**src/rtl/pad_pkg.sv**
```systemverilog
// Shared types and constants for the NES pad reader.
package pad_pkg;

  typedef enum logic [2:0] {
    StIdle,
    StLatch,
    StLow,
    StHigh,
    StDone
  } pad_state_e;

  // Bit positions within the button byte; serial order from the 4021 matches.
  localparam int unsigned BTN_A      = 0;
  localparam int unsigned BTN_B      = 1;
  localparam int unsigned BTN_SELECT = 2;
  localparam int unsigned BTN_START  = 3;
  localparam int unsigned BTN_UP     = 4;
  localparam int unsigned BTN_DOWN   = 5;
  localparam int unsigned BTN_LEFT   = 6;
  localparam int unsigned BTN_RIGHT  = 7;

  // Data line stuck low reads back as every button pressed: treat as no pad.
  localparam logic [7:0] PAD_ABSENT = 8'hFF;

endpackage

```
**src/rtl/sync_2ff.sv**
```systemverilog
// Two-flop synchronizer for asynchronous inputs, with a configurable reset value.
module sync_2ff #(
  parameter int unsigned        Width    = 1,
  parameter logic [Width-1:0]   ResetVal = '1
) (
  input  logic             clk,
  input  logic             rst,
  input  logic [Width-1:0] d_i,
  output logic [Width-1:0] q_o
);

  logic [Width-1:0] meta_q;
  logic [Width-1:0] sync_q;

  // Two-stage capture; reset drives both stages to the idle level.
  always_ff @(posedge clk) begin
    if (rst) begin
      meta_q <= ResetVal;
      sync_q <= ResetVal;
    end else begin
      meta_q <= d_i;
      sync_q <= meta_q;
    end
  end

  assign q_o = sync_q;

endmodule

```
**src/rtl/nes_pad_reader.sv**
```systemverilog
// Polls a 4021-based NES pad once per i_poll strobe and presents registered button levels.
module nes_pad_reader
  import pad_pkg::*;
#(
  parameter int unsigned HALF_PERIOD = 150
) (
  input  logic       clk,
  input  logic       rst,
  input  logic       i_poll,
  input  logic       i_pad_data,
  output logic       o_pad_latch,
  output logic       o_pad_clk,
  output logic [7:0] o_buttons,
  output logic       o_up,
  output logic       o_down,
  output logic       o_left,
  output logic       o_right,
  output logic       o_pause,
  output logic       o_restart,
  output logic       o_present,
  output logic       o_valid
);

  localparam int unsigned    CntW      = $clog2(2 * HALF_PERIOD);
  localparam logic [CntW-1:0] HalfLast  = CntW'(HALF_PERIOD - 1);
  localparam logic [CntW-1:0] LatchLast = CntW'(2 * HALF_PERIOD - 1);

  pad_state_e      state_q, state_d;
  logic [CntW-1:0] cnt_q, cnt_d;
  logic [2:0]      idx_q, idx_d;
  logic [7:0]      shift_q, shift_d;
  logic [7:0]      buttons_q, buttons_d;
  logic            present_q, present_d;
  logic            valid_q, valid_d;
  logic            latch_q, latch_d;
  logic            pclk_q, pclk_d;
  logic            sync_data;

  sync_2ff #(
    .Width    (1),
    .ResetVal (1'b1)
  ) u_sync_data (
    .clk (clk),
    .rst (rst),
    .d_i (i_pad_data),
    .q_o (sync_data)
  );

  // Next-state, shift capture and result update.
  always_comb begin
    state_d   = state_q;
    cnt_d     = cnt_q;
    idx_d     = idx_q;
    shift_d   = shift_q;
    buttons_d = buttons_q;
    present_d = present_q;
    valid_d   = 1'b0;

    unique case (state_q)
      StIdle: begin
        if (i_poll) begin
          state_d = StLatch;
          cnt_d   = '0;
          idx_d   = '0;
          shift_d = '0;
        end
      end
      StLatch: begin
        if (cnt_q == LatchLast) begin
          state_d = StLow;
          cnt_d   = '0;
        end else begin
          cnt_d = cnt_q + CntW'(1);
        end
      end
      StLow: begin
        if (cnt_q == HalfLast) begin
          cnt_d          = '0;
          // Sample at the end of the low phase so the pad has settled.
          shift_d[idx_q] = ~sync_data;
          state_d        = (idx_q == 3'd7) ? StDone : StHigh;
        end else begin
          cnt_d = cnt_q + CntW'(1);
        end
      end
      StHigh: begin
        if (cnt_q == HalfLast) begin
          cnt_d   = '0;
          idx_d   = idx_q + 3'd1;
          state_d = StLow;
        end else begin
          cnt_d = cnt_q + CntW'(1);
        end
      end
      StDone: begin
        state_d = StIdle;
        valid_d = 1'b1;
        if (shift_q == PAD_ABSENT) begin
          buttons_d = '0;
          present_d = 1'b0;
        end else begin
          buttons_d = shift_q;
          present_d = 1'b1;
        end
      end
      default: state_d = StIdle;
    endcase

    // Pins follow the state being entered so they are registered alongside it.
    latch_d = (state_d == StLatch);
    pclk_d  = (state_d == StHigh);
  end

  // State and output registers.
  always_ff @(posedge clk) begin
    if (rst) begin
      state_q   <= StIdle;
      cnt_q     <= '0;
      idx_q     <= '0;
      shift_q   <= '0;
      buttons_q <= '0;
      present_q <= 1'b0;
      valid_q   <= 1'b0;
      latch_q   <= 1'b0;
      pclk_q    <= 1'b0;
    end else begin
      state_q   <= state_d;
      cnt_q     <= cnt_d;
      idx_q     <= idx_d;
      shift_q   <= shift_d;
      buttons_q <= buttons_d;
      present_q <= present_d;
      valid_q   <= valid_d;
      latch_q   <= latch_d;
      pclk_q    <= pclk_d;
    end
  end

  assign o_pad_latch = latch_q;
  assign o_pad_clk   = pclk_q;
  assign o_buttons   = buttons_q;
  assign o_present   = present_q;
  assign o_valid     = valid_q;
  assign o_up        = buttons_q[BTN_UP];
  assign o_down      = buttons_q[BTN_DOWN];
  assign o_left      = buttons_q[BTN_LEFT];
  assign o_right     = buttons_q[BTN_RIGHT];
  assign o_pause     = buttons_q[BTN_START];
  assign o_restart   = buttons_q[BTN_SELECT];

endmodule

```
**config.mk**
```make
export PLATFORM = sky130hd
export DESIGN_NAME = nes_pad_reader
export DESIGN_NICKNAME = d
export VERILOG_FILES = /design/src/rtl/pad_pkg.sv /design/src/rtl/sync_2ff.sv /design/src/rtl/nes_pad_reader.sv
export SDC_FILE = /design/constraint.sdc
export NUM_CORES = 1
export LEC_CHECK = 0
export CORE_UTILIZATION = 45
export DETAILED_ROUTE_END_ITERATION = 6
export GPL_TIMING_DRIVEN = 1
export PLACE_DENSITY = 0.66
export RECOVER_POWER = 25
export REMOVE_ABC_BUFFERS = 1
export SYNTH_ARGS = -nofsm -noshare
export SYNTH_HDL_FRONTEND = slang
export SYNTH_SLANG_ARGS = --single-unit
```
**constraint.sdc**
```tcl
create_clock -name clk -period 2.26 [get_ports clk]
set_input_delay 0.452 -clock clk [delete_from_list [all_inputs] [get_ports clk]]
set_output_delay 0.452 -clock clk [all_outputs]
set_load 0.05 [all_outputs]
```
# After elaboration in Yosys (flattened, before gate mapping)
# Index checks and enable logic that the tools add are counted.
# word_totals
register_bits,37
inputBits,4
out_inout_bits,18
wordCells,60
# op_classes
n_reduce_logical,9
n_bitwise,1
n_lt_le_gt_ge,2
eq_ne,13
muxes,22
addsub,2
# op_table
cell,count
$mux 9,3
$pmux 9 s3,1
$mux 8,3
$mux 3,7
$pmux 8 s2,1
$pmux 3 s4,1
$add 9x1->9 const B,1
$eq 3x2->1 const B,3
$eq 9x8->1 const B,1
$eq 9x9->1 const B,1
$bwmux 8,1
$eq 8x8->1 const B,1
$eq 3x1->1 const B,2
$eq 3x3->1 const B,2
$ne 2x2->1 const B,3
$pmux 3 s2,1
$reduce_and 3->1,2
$lt 3x4->1 const B,1
$reduce_bool 2->1,2
$add 3x1->3 const B,1
$demux 1 s3,1
$ge 3x1->1 const B,1
$logic_not 3->1,1
$mux 1,3
5 further kinds,5

# Longest topological paths before layout
# depth
word_depth,7
depth_mapped,7
mapped_depth_nobuf,6

# Cells and area by module
# From an unflattened synthesis, not the netlist that was laid out.
# hier_totals
hier_cells,206
hier_area_um2,1826.8
# modules_own_cells
module,seq_area_each_um2,n_inst,area_each_um2,cells_per_inst
nes_pad_reader,700.7,1,1774.2,202
sync_2ff,40.0,1,52.6,4

# Least setup slack after synthesis
# No wires, ideal clock.
# synth_timing
path_kind,register to register
from,register cnt_q[0]
to,register cnt_q[4]
setup_ns,0.071
required_ns,2.189
arrival_time_ns,1.636
synth_period_minus_slack_ns,1.706
n_path_buf,0
setup_slack_ns,0.554
path_stages_with_launch,6
path_cell_list,dfxtp_1 -> ha_1 -> and4bb_2 -> a2111oi_4 -> o22ai_1 -> a21oi_1
# synth_via
elab_chain_cells,3
word_cells_on_any_way,6
classes_between,add/sub: 1; eq/ne: 2; mux: 3
# synth_rtl
item,line,source
from (decl),nes_pad_reader.sv:29,"logic [CntW-1:0] cnt_q, cnt_d;"
from (signal assigned),nes_pad_reader.sv:128,cnt_q <= cnt_d;
"$add 9x1->9, or another cell as far along","nes_pad_reader.sv:73, nes_pad_reader.sv:83, nes_pad_reader.sv:92",
$mux 9 (on tied branches),"nes_pad_reader.sv:77, nes_pad_reader.sv:87, nes_pad_reader.sv:69",
$pmux 9 s3 *,nes_pad_reader.sv:59,unique case (state_q)
# Mark *: on every way between the ends. The rest lies on a longest branch, timed or not.
# A chain may end at the register's enable or synchronous reset.

# Final worst setup path
# layout_timing
from,register cnt_q[0]
to,register cnt_q[3]
# The elaborated chain is that of the path after synthesis.

==> qor_table.md <==
| Metric | Value | Unit |
|:---|:---|:---|
| Result of the run | finished, violations left | - |
| Violations in the final reports | design-rule violations | - |
| Final Routed Wirelength | 3.71 | mm |
| Type of the worst setup path | register to register | - |
| Number of setup violations in the final report | 0 | - |
| Hold Path Class | register to register | - |
| Per-instance average area after synthesis | 8.64 | µm² |
| Area share of the largest cell type after synthesis | 0.395 | - |
| Number of clock buffers inserted by TritonCTS | 5 | - |
| Final cycle utilization of the critical path | 0.894 | - |
| Number of flops mapped to enable cells by yosys | 0 | - |
| Post-detail-place hpwl | 2.56 | mm |
| Worst-case headroom to the max-slew limit | 0.357 | - |
| Placed instance area | 2080 | µm² |
| Depth of the most critical reg-to-reg path | 6 | - |
| Setup fix buffers added after clock tree synthesis | 0 | - |
| Async SR Flop Fraction | 0 | - |
| Count of hold buffers inserted by post-cts repair | 0 | - |
| Min-Delay Startpoint | u_sync_data.meta_q | - |
| List of cells traversed by the critical path | ha_1 -> and4bb_2 -> a2111oi_1 -> buf_4 -> o22ai_1 -> a21oi_1 | - |
| Startpoint Class | register | - |
| Routed wirelength normalized by instance count | 13.2 | µm |
| Endpoint type of the worst setup path | register | - |
| Leading cell type in the layout, fill and taps excluded | sky130_fd_sc_hd__dfxtp_1 | - |
| Slew @ Worst Pin | 964 | ps |
| Post-layout net count | 239 | - |
| Buffer type at the clock tree root | sky130_fd_sc_hd__clkbuf_8 | - |
| RSZ-0062 raised after global routing | no | - |
| Part of the Yosys area used for sequential elements | 0.395 | - |
| DRC errors left | 2 | - |
| Drt via density | 5.70 | - |
| IO Port Bufs | 21 | - |
| Ratio of cells with drive above 1 in the final layout | 0.0991 | - |
| Setup slack after layout | 239 | ps |
| Total iterations of the first detailed-routing run | 7 | - |
| TritonCTS clock tree | done | - |
| Power density over the cells | 613 | nW/µm² |
| Gate count of the mapped netlist | 217 | - |
| Fin. max-slew vios | 0 | - |
| Clock-pin slew reported for the worst setup and hold paths after clock tree synthesis | 70 | ps |
| Global Route Usage Sum | 0.189 | - |
| Via count of the first global-routing pass | 1308 | - |
| Antenna violations before repair | 0 | - |
| Diode insertion count for antenna repair | 0 | - |
| Total number of clock tree sinks | 37 | - |
| Static Leakage | 0.791 | nW |
| Width of the chip | 66.6 | µm |
| Post-cts sizing count | 0 | - |
| RR Startpoint | cnt_q[0] | - |
| Number of top-level pins | 22 | - |
| WP data required | 2480 | ps |
| Data arrival, critical path | 2240 | ps |
| Max H-tree Level | 2 | - |
| Leading cell types in the layout, fill and taps excluded | sky130_fd_sc_hd__dfxtp_1, sky130_fd_sc_hd__nor2_1, sky130_fd_sc_hd__clkdlybuf4s50_1 | - |
| Clk_lat worst skew | 290 | ps |
| Maximum number of pins on one net before global-route repair | 24 | - |
| Worst setup slack after placement | 96.5 | ps |
| Capture endpoint of the worst hold path | u_sync_data.q_o | - |
| Final hold violation count | 0 | - |
| Chip Height | 66.6 | µm |
| Time the worst path needs with I/O delays and setup | 2020 | ps |
| Worst hold path stage count | 1 | - |
| CP max stage cell | sky130_fd_sc_hd__a2111oi_1 | - |
| Overall die area | 4430 | µm² |
| Number of synthesized register bits | 37 | - |
| Cell type with the largest total area after synthesis | sky130_fd_sc_hd__dfxtp_1 | - |
| Number of cell rows | 23 | - |
| Final TNS setup | 0 | ps |
| Maximum net fanout on the critical path | 9 | - |
| Setup Skew | 3.06 | ps |
| ANT nets after route | 0 | - |
| Last weighted congestion value of the routability-driven placer | 0.801 | - |
| Placeable core region | 4000 | µm² |
| Gr ovfl total | 0 | - |
| Terminus of the critical flop-to-flop path | cnt_q[3] | - |
| Number of buffers on the longest clock path | 2 | - |
| Top area cells in the synthesized netlist | sky130_fd_sc_hd__dfxtp_1, sky130_fd_sc_hd__nor2_1, sky130_fd_sc_hd__a21oi_1 | - |
| Register-to-Register Setup Slack | 240 | ps |
| Cell area after synthesis | 1880 | µm² |
| Total via count after detailed routing | 1607 | - |
| Growth of design area from synthesis to finish | 16.1 | % |
| Post-Layout Inst Area | 2180 | µm² |
| Initial drt markers | 107 | - |
| Highest cell delay on the worst timing path | 570 | ps |
| Wire length of the first global-routing pass | 6.29 | mm |
| Synth unique cells | 49 | - |
| Maximum vdd ir drop | 291 | µV |
| Top_reg_cell synth | sky130_fd_sc_hd__dfxtp_1 | - |
| Max Clk Rate | 495 | MHz |
| Number of warnings printed during yosys synthesis | 0 | - |
| # Max-Cap Violations | 0 | - |
| Starting density of the core | 0.469 | - |
## final cells by class
class	instances	area [µm²]
Sequential cell	37	741
Inverter	6	22.5
Multi-Input combinational cell	152	970
Timing Repair Buffer	29	263
Fill cell	375	1820
Clock buffer	6	82.6
Tap cell	50	62.6
Clock inverter	2	37.5
## cell families (layout without fill, tap and decap cells)
kind of cell,Yosys count,after routing,share of synthesized area
mux,3,3,0.0160
buf+inv,28,43,0.0787
fa+ha+maj,4,4,0.0267
flops,37,37,0.395
compound gates,58,58,0.221
simple gates,87,87,0.263
## power breakdown
group / switching [mW] / total, mW / internal [mW]
logic: 0.0408 / 0.0692 / 0.0283
clock network: 0.242 / 0.601 / 0.359
registers: 0.00712 / 0.665 / 0.658
## metrics by stage
step | power, mW | hold WS, ps | util | instances
2_1_floorplan | 0.718 | 389 | - | 195
3_3_place_gp | 0.754 | 392 | 0.521 | 274
3_5_place_dp | 0.755 | 393 | 0.521 | 274
4_1_cts | 1.36 | 412 | 0.551 | 282
5_1_grt | 1.39 | 425 | 0.545 | 282
6_report | 1.34 | 410 | 0.545 | 282
## cell usage after synthesis, types with 2 or more instances
library cell,instances
sky130_fd_sc_hd__dfxtp_1,37
sky130_fd_sc_hd__nor2_1,24
sky130_fd_sc_hd__a21oi_1,16
sky130_fd_sc_hd__nand2_1,13
sky130_fd_sc_hd__clkbuf_1,9
sky130_fd_sc_hd__a22oi_1,8
sky130_fd_sc_hd__o22ai_1,7
sky130_fd_sc_hd__buf_4,6
sky130_fd_sc_hd__inv_1,6
sky130_fd_sc_hd__nand2b_1,6
sky130_fd_sc_hd__nor2b_1,6
sky130_fd_sc_hd__o21a_1,6
sky130_fd_sc_hd__nand3_1,5
sky130_fd_sc_hd__nor3_1,5
sky130_fd_sc_hd__and2_1,4
sky130_fd_sc_hd__ha_1,4
sky130_fd_sc_hd__o32ai_1,4
sky130_fd_sc_hd__buf_2,3
sky130_fd_sc_hd__mux2i_1,3
sky130_fd_sc_hd__or2_2,3
sky130_fd_sc_hd__or3_1,3
sky130_fd_sc_hd__a31oi_1,2
sky130_fd_sc_hd__and4_1,2
sky130_fd_sc_hd__and4bb_2,2
sky130_fd_sc_hd__buf_6,2
sky130_fd_sc_hd__nand3b_1,2
sky130_fd_sc_hd__nand4_1,2
sky130_fd_sc_hd__nor4b_1,2
sky130_fd_sc_hd__nor4bb_1,2
sky130_fd_sc_hd__o21ai_0,2
sky130_fd_sc_hd__o21bai_1,2
sky130_fd_sc_hd__o2bb2ai_1,2
## routing by layer
metal,global-route usage,vias up,share of wire
met1,0.270,768,0.50
met5,0,-,0
li1,-,808,-
met3,0.0514,4,0.031
met2,0.258,27,0.45
met4,0.0878,0,0.017
## worst max path at each step
stage	end	slack (ps)	start	depth (start not counted)
finish	cnt_q[3]	240	cnt_q[0]	6
global route	cnt_q[5]	90	cnt_q[0]	6
CTS	shift_q[1]	290	state_q[1]	4
detailed placement	shift_q[1]	100	i_poll	4
global placement	shift_q[7]	130	i_poll	4
floorplan	shift_q[6]	220	cnt_q[0]	5
## sequential cells by signal (all words and copies together), names as in the netlist
| name | cells |
|---|---|
| cnt_q | 9 |
| o_buttons | 8 |
| shift_q | 8 |
| idx_q | 3 |
| state_q | 3 |
| o_pad_clk | 1 |
| o_pad_latch | 1 |
| o_present | 1 |
| o_valid | 1 |
| u_sync_data.meta_q | 1 |
| u_sync_data.q_o | 1 |
## critical path: cells and delay by family (launching register included)
kind	cells	cell delay, ps
flip-flops	1	350
adder cells (fa/ha/maj)	1	280
buffers and inverters	1	270
AO/OA/AOI/OAI	3	800
AND/OR/NAND/NOR	1	260
No activity file was read; power rests on OpenSTA's default activity.
